## src/rtl/uart_tx_msg_arb.sv

```systemverilog
// uart_tx_msg_arb
// Message-level round-robin arbiter in front of the UART transmit character
// FIFO. One requester owns the FIFO write port for a whole message, so bytes
// of different messages never interleave on the serial line.
//
// Handshake: a byte moves from requester i to the FIFO on a clk_tx edge where
// req_valid[i] and req_ready[i] are both high. A requester that raises
// req_valid keeps it high, with req_data/req_last stable, until that edge.
// req_ready never depends on req_valid, only on grant and char_fifo_full.
//
// The FSM state is observable on `busy` (high exactly in XFER).

module uart_tx_msg_arb #(
    parameter int NUM_REQ     = 3,
    parameter int TIMEOUT_CYC = 1024
) (
    input  logic                 clk_tx,
    input  logic                 rst_clk_tx_n,
    input  logic [NUM_REQ-1:0]   req_valid,
    input  logic [8*NUM_REQ-1:0] req_data,
    input  logic [NUM_REQ-1:0]   req_last,
    output logic [NUM_REQ-1:0]   req_ready,
    input  logic                 char_fifo_full,
    output logic                 char_fifo_wr_en,
    output logic [7:0]           char_fifo_din,
    output logic [NUM_REQ-1:0]   grant,
    output logic                 busy,
    output logic                 msg_abort
);

    // Index width for a requester number (NUM_REQ is at least 2).
    localparam int IDX_W = $clog2(NUM_REQ);
    // Timeout counter width; kept at one bit when the timeout is disabled.
    localparam int CNT_W = (TIMEOUT_CYC > 0) ? $clog2(TIMEOUT_CYC + 1) : 1;

    localparam logic [CNT_W-1:0] CNT_LIMIT  = CNT_W'(TIMEOUT_CYC);
    localparam logic [IDX_W-1:0] IDX_RESET  = IDX_W'(NUM_REQ - 1);
    localparam bit               TIMEOUT_EN = (TIMEOUT_CYC > 0);

    localparam logic [0:0] ST_IDLE = 1'b0;
    localparam logic [0:0] ST_XFER = 1'b1;

    logic [0:0]         state_q;
    logic [0:0]         state_d;
    logic [NUM_REQ-1:0] grant_d;
    logic [IDX_W-1:0]   last_idx_q;
    logic [IDX_W-1:0]   last_idx_d;
    logic [CNT_W-1:0]   to_cnt_q;
    logic [CNT_W-1:0]   to_cnt_d;
    logic [CNT_W-1:0]   to_cnt_inc;
    logic               msg_abort_d;

    // Granted-lane view of the requester inputs.
    logic               g_valid;
    logic               g_last;
    logic [7:0]         g_data;

    // Arbitration result.
    logic               pick_found;
    logic [IDX_W-1:0]   pick_idx;
    logic [NUM_REQ-1:0] pick_onehot;

    // Handshake and timeout qualifiers.
    logic               accept;
    logic               idle_tick;
    logic               to_hit;

    // Granted lane: grant is one-hot or zero, so an OR-mux is sufficient.
    always_comb begin
        g_data = 8'h00;
        for (int i = 0; i < NUM_REQ; i++) begin
            if (grant[i]) begin
                g_data = g_data | req_data[8*i +: 8];
            end
        end
    end

    assign g_valid = |(req_valid & grant);
    assign g_last  = |(req_last & grant);

    // FIFO-side outputs follow the registered grant; zero when nothing is granted.
    assign req_ready       = grant & {NUM_REQ{~char_fifo_full}};
    assign char_fifo_wr_en = g_valid & ~char_fifo_full;
    assign char_fifo_din   = g_data;
    assign busy            = (state_q == ST_XFER);

    assign accept     = char_fifo_wr_en;
    // Only a missing byte counts toward the timeout; a byte held off by a
    // full FIFO does not.
    assign idle_tick  = busy & ~g_valid;
    assign to_cnt_inc = to_cnt_q + CNT_W'(1);
    assign to_hit     = TIMEOUT_EN && idle_tick && (to_cnt_inc == CNT_LIMIT);

    // Rotating-priority scan starting just after the last granted requester.
    always_comb begin
        logic [IDX_W-1:0] cand_idx;
        int               cand;
        pick_found  = 1'b0;
        pick_idx    = last_idx_q;
        cand        = 0;
        cand_idx    = '0;
        for (int k = 1; k <= NUM_REQ; k++) begin
            cand = int'(last_idx_q) + k;
            if (cand >= NUM_REQ) begin
                cand = cand - NUM_REQ;
            end
            cand_idx = IDX_W'(cand);
            if (!pick_found && req_valid[cand_idx]) begin
                pick_found = 1'b1;
                pick_idx   = cand_idx;
            end
        end
        pick_onehot           = '0;
        pick_onehot[pick_idx] = 1'b1;
    end

    // Next-state logic: grant a whole message, release on last or timeout.
    always_comb begin
        state_d     = state_q;
        grant_d     = grant;
        last_idx_d  = last_idx_q;
        to_cnt_d    = to_cnt_q;
        msg_abort_d = 1'b0;
        case (state_q)
            ST_IDLE: begin
                if (pick_found) begin
                    state_d    = ST_XFER;
                    grant_d    = pick_onehot;
                    last_idx_d = pick_idx;
                    to_cnt_d   = '0;
                end
            end
            ST_XFER: begin
                if (accept) begin
                    to_cnt_d = '0;
                    if (g_last) begin
                        state_d = ST_IDLE;
                        grant_d = '0;
                    end
                end else if (to_hit) begin
                    // last_idx is left on the aborted requester so it
                    // drops to lowest priority in the next arbitration.
                    msg_abort_d = 1'b1;
                    state_d     = ST_IDLE;
                    grant_d     = '0;
                    to_cnt_d    = '0;
                end else if (TIMEOUT_EN && idle_tick) begin
                    to_cnt_d = to_cnt_inc;
                end
            end
            default: begin
                state_d  = ST_IDLE;
                grant_d  = '0;
                to_cnt_d = '0;
            end
        endcase
    end

    // State registers; reset gives requester 0 first priority.
    always_ff @(posedge clk_tx or negedge rst_clk_tx_n) begin
        if (!rst_clk_tx_n) begin
            state_q    <= ST_IDLE;
            grant      <= '0;
            last_idx_q <= IDX_RESET;
            to_cnt_q   <= '0;
            msg_abort  <= 1'b0;
        end else begin
            state_q    <= state_d;
            grant      <= grant_d;
            last_idx_q <= last_idx_d;
            to_cnt_q   <= to_cnt_d;
            msg_abort  <= msg_abort_d;
        end
    end

endmodule

```

## config.mk

```make
export PLATFORM = sky130hd
export DESIGN_NAME = uart_tx_msg_arb
export DESIGN_NICKNAME = d
export VERILOG_FILES = /design/src/rtl/uart_tx_msg_arb.sv
export SDC_FILE = /design/constraint.sdc
export NUM_CORES = 1
export LEC_CHECK = 0
export CAP_MARGIN = 20
export CORE_MARGIN = 4
export CORE_UTILIZATION = 45
export DETAILED_ROUTE_END_ITERATION = 6
export MAX_ROUTING_LAYER = met4
export PLACE_DENSITY = 0.78
export SLEW_MARGIN = 20
export SYNTH_ARGS = -nofsm -noshare
export SYNTH_HDL_FRONTEND = slang
export SYNTH_SLANG_ARGS = --single-unit
```

## constraint.sdc

```tcl
create_clock -name clk_tx -period 2.9 [get_ports clk_tx]
set_input_delay 0.435 -clock clk_tx [delete_from_list [all_inputs] [get_ports clk_tx]]
set_output_delay 0.435 -clock clk_tx [all_outputs]
set_load 0.02 [all_outputs]
```

==> key figures, run 1 <==
Worst setup path
  • Critical Setup Path Class: in -> out
  • Required time of the critical path: around 2.5 ns
  • Cell family with most CP delay: buffers and inverters
  • Arrival time of data at the critical path endpoint: 2.20 ns
  • Crit start category: input pin
  • Cell with the largest stage delay on the worst path: clkdlybuf4s50_1
  • Total number of cells along the worst setup path: 4
  • CP cell instances: clkdlybuf4s50_1 > a222oi_1 > nor2_1 > clkdlybuf4s50_1
  • Stage delay of the slowest cell on the critical path: 0.57 ns
  • Crit end category: output pin
  • Max Fanout on Critical Path: 7
  • Total buffers and inverters traversed by the critical path: 2
  • Most used cell along the critical path: clkdlybuf4s50_1
  • Number of cell instances on the worst register-to-register path: 6

Pwr
  • PnR Total Power: between 1 and 1.5 mW
  • VDD IR max: between 300 and 400 uV
  • Leakage power of the design: 0.827 nW
  • P per Cell Area: 740 nW/um^2

Yosys
  • Share of async-settable or async-resettable flops after synthesis: between 90% and 100%
  • Cell type with the largest total area after synthesis: dfrtp_1
  • Syn Nets: about 220
  • Top cell type's share of synthesized area: between 20% and 30%
  • Cell area after technology mapping: 1500 sq um
  • Number of synthesized flops with an enable pin: 0
  • Warnings from Yosys: 0
  • Avg Synthesized Cell Area: 8.46 sq um
  • Synth unique cells: 51
  • Synth area leaders: dfrtp_1 (28%), a222oi_1 (6.7%), o21ai_0 (5.0%), buf_6 (4.5%), inv_1 (4.3%)
  • Post-synthesis register bit count: 18
  • Synthesized instance count: 177
  • Most frequently used flop master after synthesis: dfrtp_1
  • Part of the Yosys area used for sequential elements: between 30% and 40%

Global route
  • Vias in the first global route: 1486
  • GRT met2 Usage: 36.4%
  • Antenna violations before repair: 0
  • Routing usage on met3: 3.25%
  • Most Used Layer, Global Route: met2
  • First-pass GRT wire length: 7140 um
  • Met1 GRT Util: 26.6%
  • Gr ovfl total: 0
  • Maximum number of pins on one net before global-route repair: 19
  • Overall Global Routing Usage: between 20% and 30%

Detailed routing
  • First-pass iteration count of the detailed router: 5
  • Drt via density: 5.77
  • WL/cell: between 15 and 20 um
  • Number of nets still failing antenna checks after routing: 0
  • Total via count in the routed design: 1518
  • Starting DRT DRC Count: 184
  • Remaining routing DRC violations: 0
  • Sum of routed wire length over all layers: 4280 um

Layout
  • Fillers: 294
  • Fraction of final layout cells sized beyond drive strength 1: under 10%
  • Area delta synth->final: 32.9%
  • Final-stage net count: 258
  • Number of antenna repair diodes: 0

Floorplanning
  • Area of the core region: 3130 sq um
  • Initial core utilization: a little under half
  • Ports: 50
  • DIE AREA: ~4300 sq um
  • Die X-Extent: 65.7 um
  • Placement Rows: 20
  • Floorplan die height: 65.7 um

CTS
  • Clock Sink Count: 18
  • Quantity of hold-fixing buffers added after cts: 0
  • Cells resized by post-CTS repair: 0
  • Clock tree from TritonCTS: yes
  • Insertion delay to the later sink of the worst-skew pair: 0.30 ns
  • TritonCTS Buffers: 3
  • Number of levels the H-tree was split into: 1
  • Largest buffer count on any clock path: 2
  • Root buffer selected by CTS: clkbuf_4
  • Number of buffers inserted to repair setup after CTS: 0
  • Clock Pin Slew Worst Setup and Hold Paths: 0.11 ns

STA
  • Final worst path period share: 91.0%
  • Tightest slew margin relative to the limit: a little under half
  • Final hold violations: 0
  • Worst slack on hold paths: 0.579 ns
  • Setup TNS: 0 ns
  • Unrepaired setup endpoints after global routing: false
  • Final-report max-slew violation count: 0
  • Time the worst path needs with I/O delays and setup: 2.64 ns
  • Endpoints failing setup: 0
  • F_max: 379 MHz
  • Setup skew after layout: approximately 0.0058 ns
  • Slew of the pin with the lowest slew margin: 0.815 ns

Placement
  • Detailed placement HPWL: around 3400 um
  • Final estimated routing congestion in global placement: 0.955
  • Port Buffers: 49

Worst hold path
  • Number of stages on the worst hold path: 2
  • Path type of the worst min-delay path: reg -> reg

Status
  • Run status: complete, no violations

Job
  • Reported max-cap violation count: 0
## placed cells by master (no fill, tap or decap), types with 4 or more instances in the layout
master / netlist / final
nor3_1: 5 / 5
a21oi_1: 4 / 4
o21ai_0: 15 / 15
xnor2_1: 5 / 5
nand2_1: 17 / 17
a222oi_1: 10 / 10
inv_1: 17 / 17
dfrtp_1: 17 / 17
ha_1: 5 / 5
clkdlybuf4s50_1: 0 / 49
nor2_1: 9 / 9
nand3_1: 7 / 7
nor2b_1: 4 / 4
## metal layers
metal	share of wire [%]	up-vias
met5	0	-
met2	51	62
met4	2.0	0
met1	43	717
li1	-	731
met3	4.5	8
## Yosys cell counts (2+ instances only)
cell and number:
xor2_1 2, o21ai_0 15, o2bb2ai_1 2, inv_1 17
a21oi_1 4, xnor2_1 5, a22o_1 2, nand2b_1 3
a211o_2 2, buf_6 6, mux2i_1 2, and3_2 2
dfrtp_1 17, nor3_1 5, nand3_1 7, nand2_1 17
o211ai_1 2, ha_1 5, nor2_1 9, o21a_1 3
nor2b_1 4, clkbuf_1 6, and2_1 2, a222oi_1 10
and3_1 2
## cells by family after synthesis
kind of cell	after synthesis	share of synthesized area (%)
AOI/OAI and AO/OA	55	28.2
xor gates and xnor gates	7	4.09
adders and majority gates	5	4.18
buffers and inverters	30	11.2
DFF	18	30.2
muxes	2	1.34
and+or+nand+nor	60	20.8
## sequential cells by signal, indices dropped and copies added, names as in the netlist
name,cells
busy,1
grant,3
last_idx_q,2
msg_abort,1
to_cnt_q,11
## layout make-up
type                            instances  area, sq um  share of cell area (%)
Timing Repair Buffer                   51          505                    25.4
Sequential cell                        18          452                    22.7
Inverter                               17         63.8                    3.21
Multi-Input combinational cell        129          878                    44.1
Tap cell                               44         55.1                    2.77
Clock buffer                            4         36.3                    1.82
## through the flow
step / utilization [%] / instance area [sq um] / cells / worst slack [ns]
2_1_floorplan: - / 1500 / 177 / 0.660
3_3_place_gp: 62.5 / 1950 / 259 / 0.275
3_5_place_dp: 62.5 / 1950 / 259 / 0.164
4_1_cts: 63.6 / 1990 / 263 / 0.260
5_1_grt: 63.6 / 1990 / 263 / 0.176
6_report: 63.6 / 1990 / 263 / 0.261
## power breakdown
group	switching, mW	internal [mW]
clock	0.0800	0.0766
sequential	0.107	0.307
combinational	0.481	0.421
## worst reg2reg max path, stage by stage, from the launching register on
cell,delay [ns]
dfrtp_1,0.43
ha_1,0.39
nand4_1,0.23
or3_2,0.48
a221oi_2,0.41
or2b_2,0.24
o311ai_0,0.12
## final timing paths
check                                           from                         to  slack [ns]
max                                     req_valid[1]            char_fifo_wr_en        0.26
min                        last_idx_q[1]$_DFFE_PN1P_  last_idx_q[1]$_DFFE_PN1P_        0.58
min reg2reg                last_idx_q[1]$_DFFE_PN1P_  last_idx_q[1]$_DFFE_PN1P_        0.58
max reg2reg                  to_cnt_q[0]$_DFFE_PN0P_    to_cnt_q[8]$_DFFE_PN0P_        0.47
max in group asynchronous               rst_clk_tx_n    to_cnt_q[0]$_DFFE_PN0P_        1.80
min in group asynchronous               rst_clk_tx_n       grant[0]$_DFFE_PN0P_        0.59
Note: power is estimated with default switching activity, not from simulation.
==> run 2: changes to the inputs <==
--- a/config.mk
+++ b/config.mk
@@ -7,10 +7,10 @@
 export LEC_CHECK = 0
 export CAP_MARGIN = 20
 export CORE_MARGIN = 4
-export CORE_UTILIZATION = 45
+export CORE_UTILIZATION = 41
 export DETAILED_ROUTE_END_ITERATION = 6
 export MAX_ROUTING_LAYER = met4
-export PLACE_DENSITY = 0.78
+export PLACE_DENSITY = 0.75
 export SLEW_MARGIN = 20
 export SYNTH_ARGS = -nofsm -noshare
 export SYNTH_HDL_FRONTEND = slang
==> constraint.sdc (replaced) <==
create_clock -name clk_tx -period 2.34 [get_ports clk_tx]
set_input_delay 0.351 -clock clk_tx [delete_from_list [all_inputs] [get_ports clk_tx]]
set_output_delay 0.351 -clock clk_tx [all_outputs]
set_load 0.02 [all_outputs]
==> key figures, run 2 (synthesized netlist as in run 1, its figures left out) <==
Worst hold path
  • Path type of the worst min-delay path: in -> async

Detailed routing
  • First-pass iteration count of the detailed router: 4 (-1)
  • Number of nets still failing antenna checks after routing: 0 (unchanged)
  • WL/cell: 14.8 um (-9.1%)
  • Drt via density: 5.31 (-7.9%)
  • Total via count in the routed design: 1525 (+0.46%)
  • Sum of routed wire length over all layers: 4250 um (-0.79%)
  • Starting DRT DRC Count: 97 (-47%)
  • Remaining routing DRC violations: 0 (unchanged)

Pwr
  • VDD IR max: 553 uV (+62%)
  • Clk network pwr share: 12.0% (+1.4 points)
  • Proportion of power drawn by combinational gates: 67.2% (+6.0 points)
  • Portion of total power attributed to sequential cells: 20.8% (-7.3 points)
  • P per Cell Area: 951 nW/um^2 (+28%)
  • Net switching component of the power: 0.900 mW (+35%)
  • Cell Int Power: 1.21 mW (+50%)
  • Leakage power of the design: 0.943 nW (+14%)
  • PnR Total Power: 2.11 mW (+43%)
  • Switching part of the total: 42.7% (-2.7 points)

Layout
  • Number of antenna repair diodes: 0 (unchanged)
  • Final-stage net count: 280 (+8.5%)
  • Largest registers in the final layout: to_cnt_q (11), grant (3), last_idx_q (2)
  • Area taken by multi-input logic gates: 918 sq um (+4.6%)
  • Most common cell after layout, fill and taps aside: clkdlybuf4s50_1
  • Flip-flop count of the largest register after layout: 11 (unchanged)
  • Area delta synth->final: 48.0%
  • Fillers: 302 (+2.7%)
  • Commonest cells after routing, fill and taps aside: clkdlybuf4s50_1 (49), buf_4 (24), inv_1 (17), nand2_1 (17), dfrtp_1 (17)
  • Fraction of final layout cells sized beyond drive strength 1: 19.1% (+10 points)
  • Sequential cell area in the final layout: 452 sq um (unchanged)
  • Utilization of the core after routing: 64.4% (+0.77 points)
  • Top reg by flops: to_cnt_q

CTS
  • Clock Pin Slew Worst Setup and Hold Paths: 0.07 ns (-0.04 ns)
  • Clock Sink Count: 18 (unchanged)
  • Insertion delay to the later sink of the worst-skew pair: 0.25 ns (-0.05 ns)
  • Quantity of hold-fixing buffers added after cts: 0 (unchanged)
  • Root buffer selected by CTS: clkbuf_8
  • TritonCTS Buffers: 3 (unchanged)
  • Largest buffer count on any clock path: 2 (unchanged)
  • Clock tree from TritonCTS: yes
  • Number of levels the H-tree was split into: 1 (unchanged)

STA
  • Setup skew after layout: 0.00171 ns (-0.00406 ns)
  • Time the worst path needs with I/O delays and setup: 2.29 ns
  • Slew of the pin with the lowest slew margin: 0.522 ns (-0.292 ns)
  • F_max: 436 MHz
  • Unrepaired setup endpoints after global routing: false
  • Final worst path period share: 97.9%
  • Final hold violations: 0 (unchanged)
  • Tightest slew margin relative to the limit: 64.3% (+19 points)
  • Final-report max-slew violation count: 0 (unchanged)
  • Setup TNS: 0 ns (unchanged)
  • Endpoints failing setup: 0 (unchanged)

Worst setup path
  • Crit end category: output pin
  • Max Fanout on Critical Path: 3 (-4)
  • Minimum setup slack among reg-to-reg paths: 0.12 ns (-0.35 ns)
  • Crit Reg-Reg Endpoint: grant[2]$_DFFE_PN0P_
  • Cell with the largest stage delay on the worst path: clkdlybuf4s50_1
  • CP cell instances: clkdlybuf4s50_1 > a222oi_1 > buf_4 > nor2_1 > clkdlybuf4s50_1
  • R2r startpoint: last_idx_q[1]$_DFFE_PN1P_
  • Arrival time of data at the critical path endpoint: 1.94 ns (-0.26 ns)
  • Stage delay of the slowest cell on the critical path: 0.56 ns (about the same)
  • Crit start category: input pin
  • Most used cell along the critical path: clkdlybuf4s50_1
  • Critical Setup Path Class: in -> out
  • Required time of the critical path: 1.99 ns (-0.48 ns)
  • Number of cell instances on the worst register-to-register path: 8 (+2)

Floorplanning
  • Floorplan die height: 68.4 um (+4.2%)
  • DIE AREA: 4680 sq um (+8.5%)
  • Initial core utilization: 43.5% (-4.4 points)
  • Area of the core region: 3440 sq um (+10%)
  • Placement Rows: 21 (+5.0%)
  • Die X-Extent: 68.4 um (+4.2%)
  • Ports: 50 (unchanged)

Global route
  • Maximum number of pins on one net before global-route repair: 19 (unchanged)
  • Antenna violations before repair: 0 (unchanged)
  • Gr ovfl total: 0 (unchanged)
  • Vias in the first global route: 1524 (+2.6%)
  • Overall Global Routing Usage: 20.4% (-1.3 points)
  • First-pass GRT wire length: 7040 um (-1.4%)

Status
  • Run status: complete, no violations

Placement
  • Port Buffers: 49 (unchanged)
  • Detailed placement HPWL: 3310 um (-2.8%)
  • Final estimated routing congestion in global placement: 0.888 (-7.0%)

Job
  • Reported max-cap violation count: 0 (unchanged)
==> run 2: repair_timing <==
action | CTS | global route
endpoints found under the setup margin | 0 | 13
buffers inserted | 0 | 0
resized for setup | 0 | 7
==> run 2: worst max-delay path by stage <==
stage	cells after the start	endpoint	slack [ns]	from
2_1_floorplan	10	to_cnt_q[8]$_DFFE_PN0P_	0.10	last_idx_q[1]$_DFFE_PN1P_
3_3_place_gp	8	to_cnt_q[8]$_DFFE_PN0P_	-0.05	req_valid[1]
3_5_place_dp	8	to_cnt_q[8]$_DFFE_PN0P_	-0.04	req_valid[1]
4_1_cts	9	to_cnt_q[8]$_DFFE_PN0P_	0.03	last_idx_q[1]$_DFFE_PN1P_
5_1_grt	8	grant[2]$_DFFE_PN0P_	0.003	last_idx_q[1]$_DFFE_PN1P_
6_report	5	char_fifo_wr_en	0.05	req_valid[1]
==> run 2: power by group through the flow <==
stage	clock, mW	sequential, mW	combinational [mW]
finish	0.253	0.439	1.42
global route	0.271	0.450	1.54
CTS	0.262	0.431	1.35
detailed placement	0	0.437	1.35
global placement	0	0.435	1.34
floorplan	0	0.476	0.756
==> run 2: layer usage <==
layer,vias to the layer above,wire [um],track usage (%)
met1,720,1910,24.7
met5,-,0,-
met2,25,2220,35.8
met4,0,42,5.21
li1,776,-,-
met3,4,80,2.46
==> run 2: through the flow <==
stage | hold WS [ns] | worst slack (ns) | cell area, sq um | cells
after floorplan | 0.0554 | 0.100 | 1500 | 177
after global placement | 0.547 | -0.0529 | 2120 | 283
after detailed placement | 0.570 | -0.0381 | 2120 | 283
after CTS | 0.436 | 0.0325 | 2180 | 287
after global routing | 0.458 | 0.00335 | 2220 | 287
final | 0.429 | 0.0487 | 2220 | 287
==> run 2: cell type report <==
type	instances	share of cell area [%]
multi-input combinational	129	41.4
inverter	17	2.88
tap	46	2.60
timing repair buffer	73	30.2
clock buffer	4	2.48
sequential	18	20.4
==> run 2: critical path, delay by kind of cell <==
family	cells	cell delay, ns
buffers and inverters	3	1.17
AND/OR/NAND/NOR	1	0.06
AO/OA/AOI/OAI	1	0.36
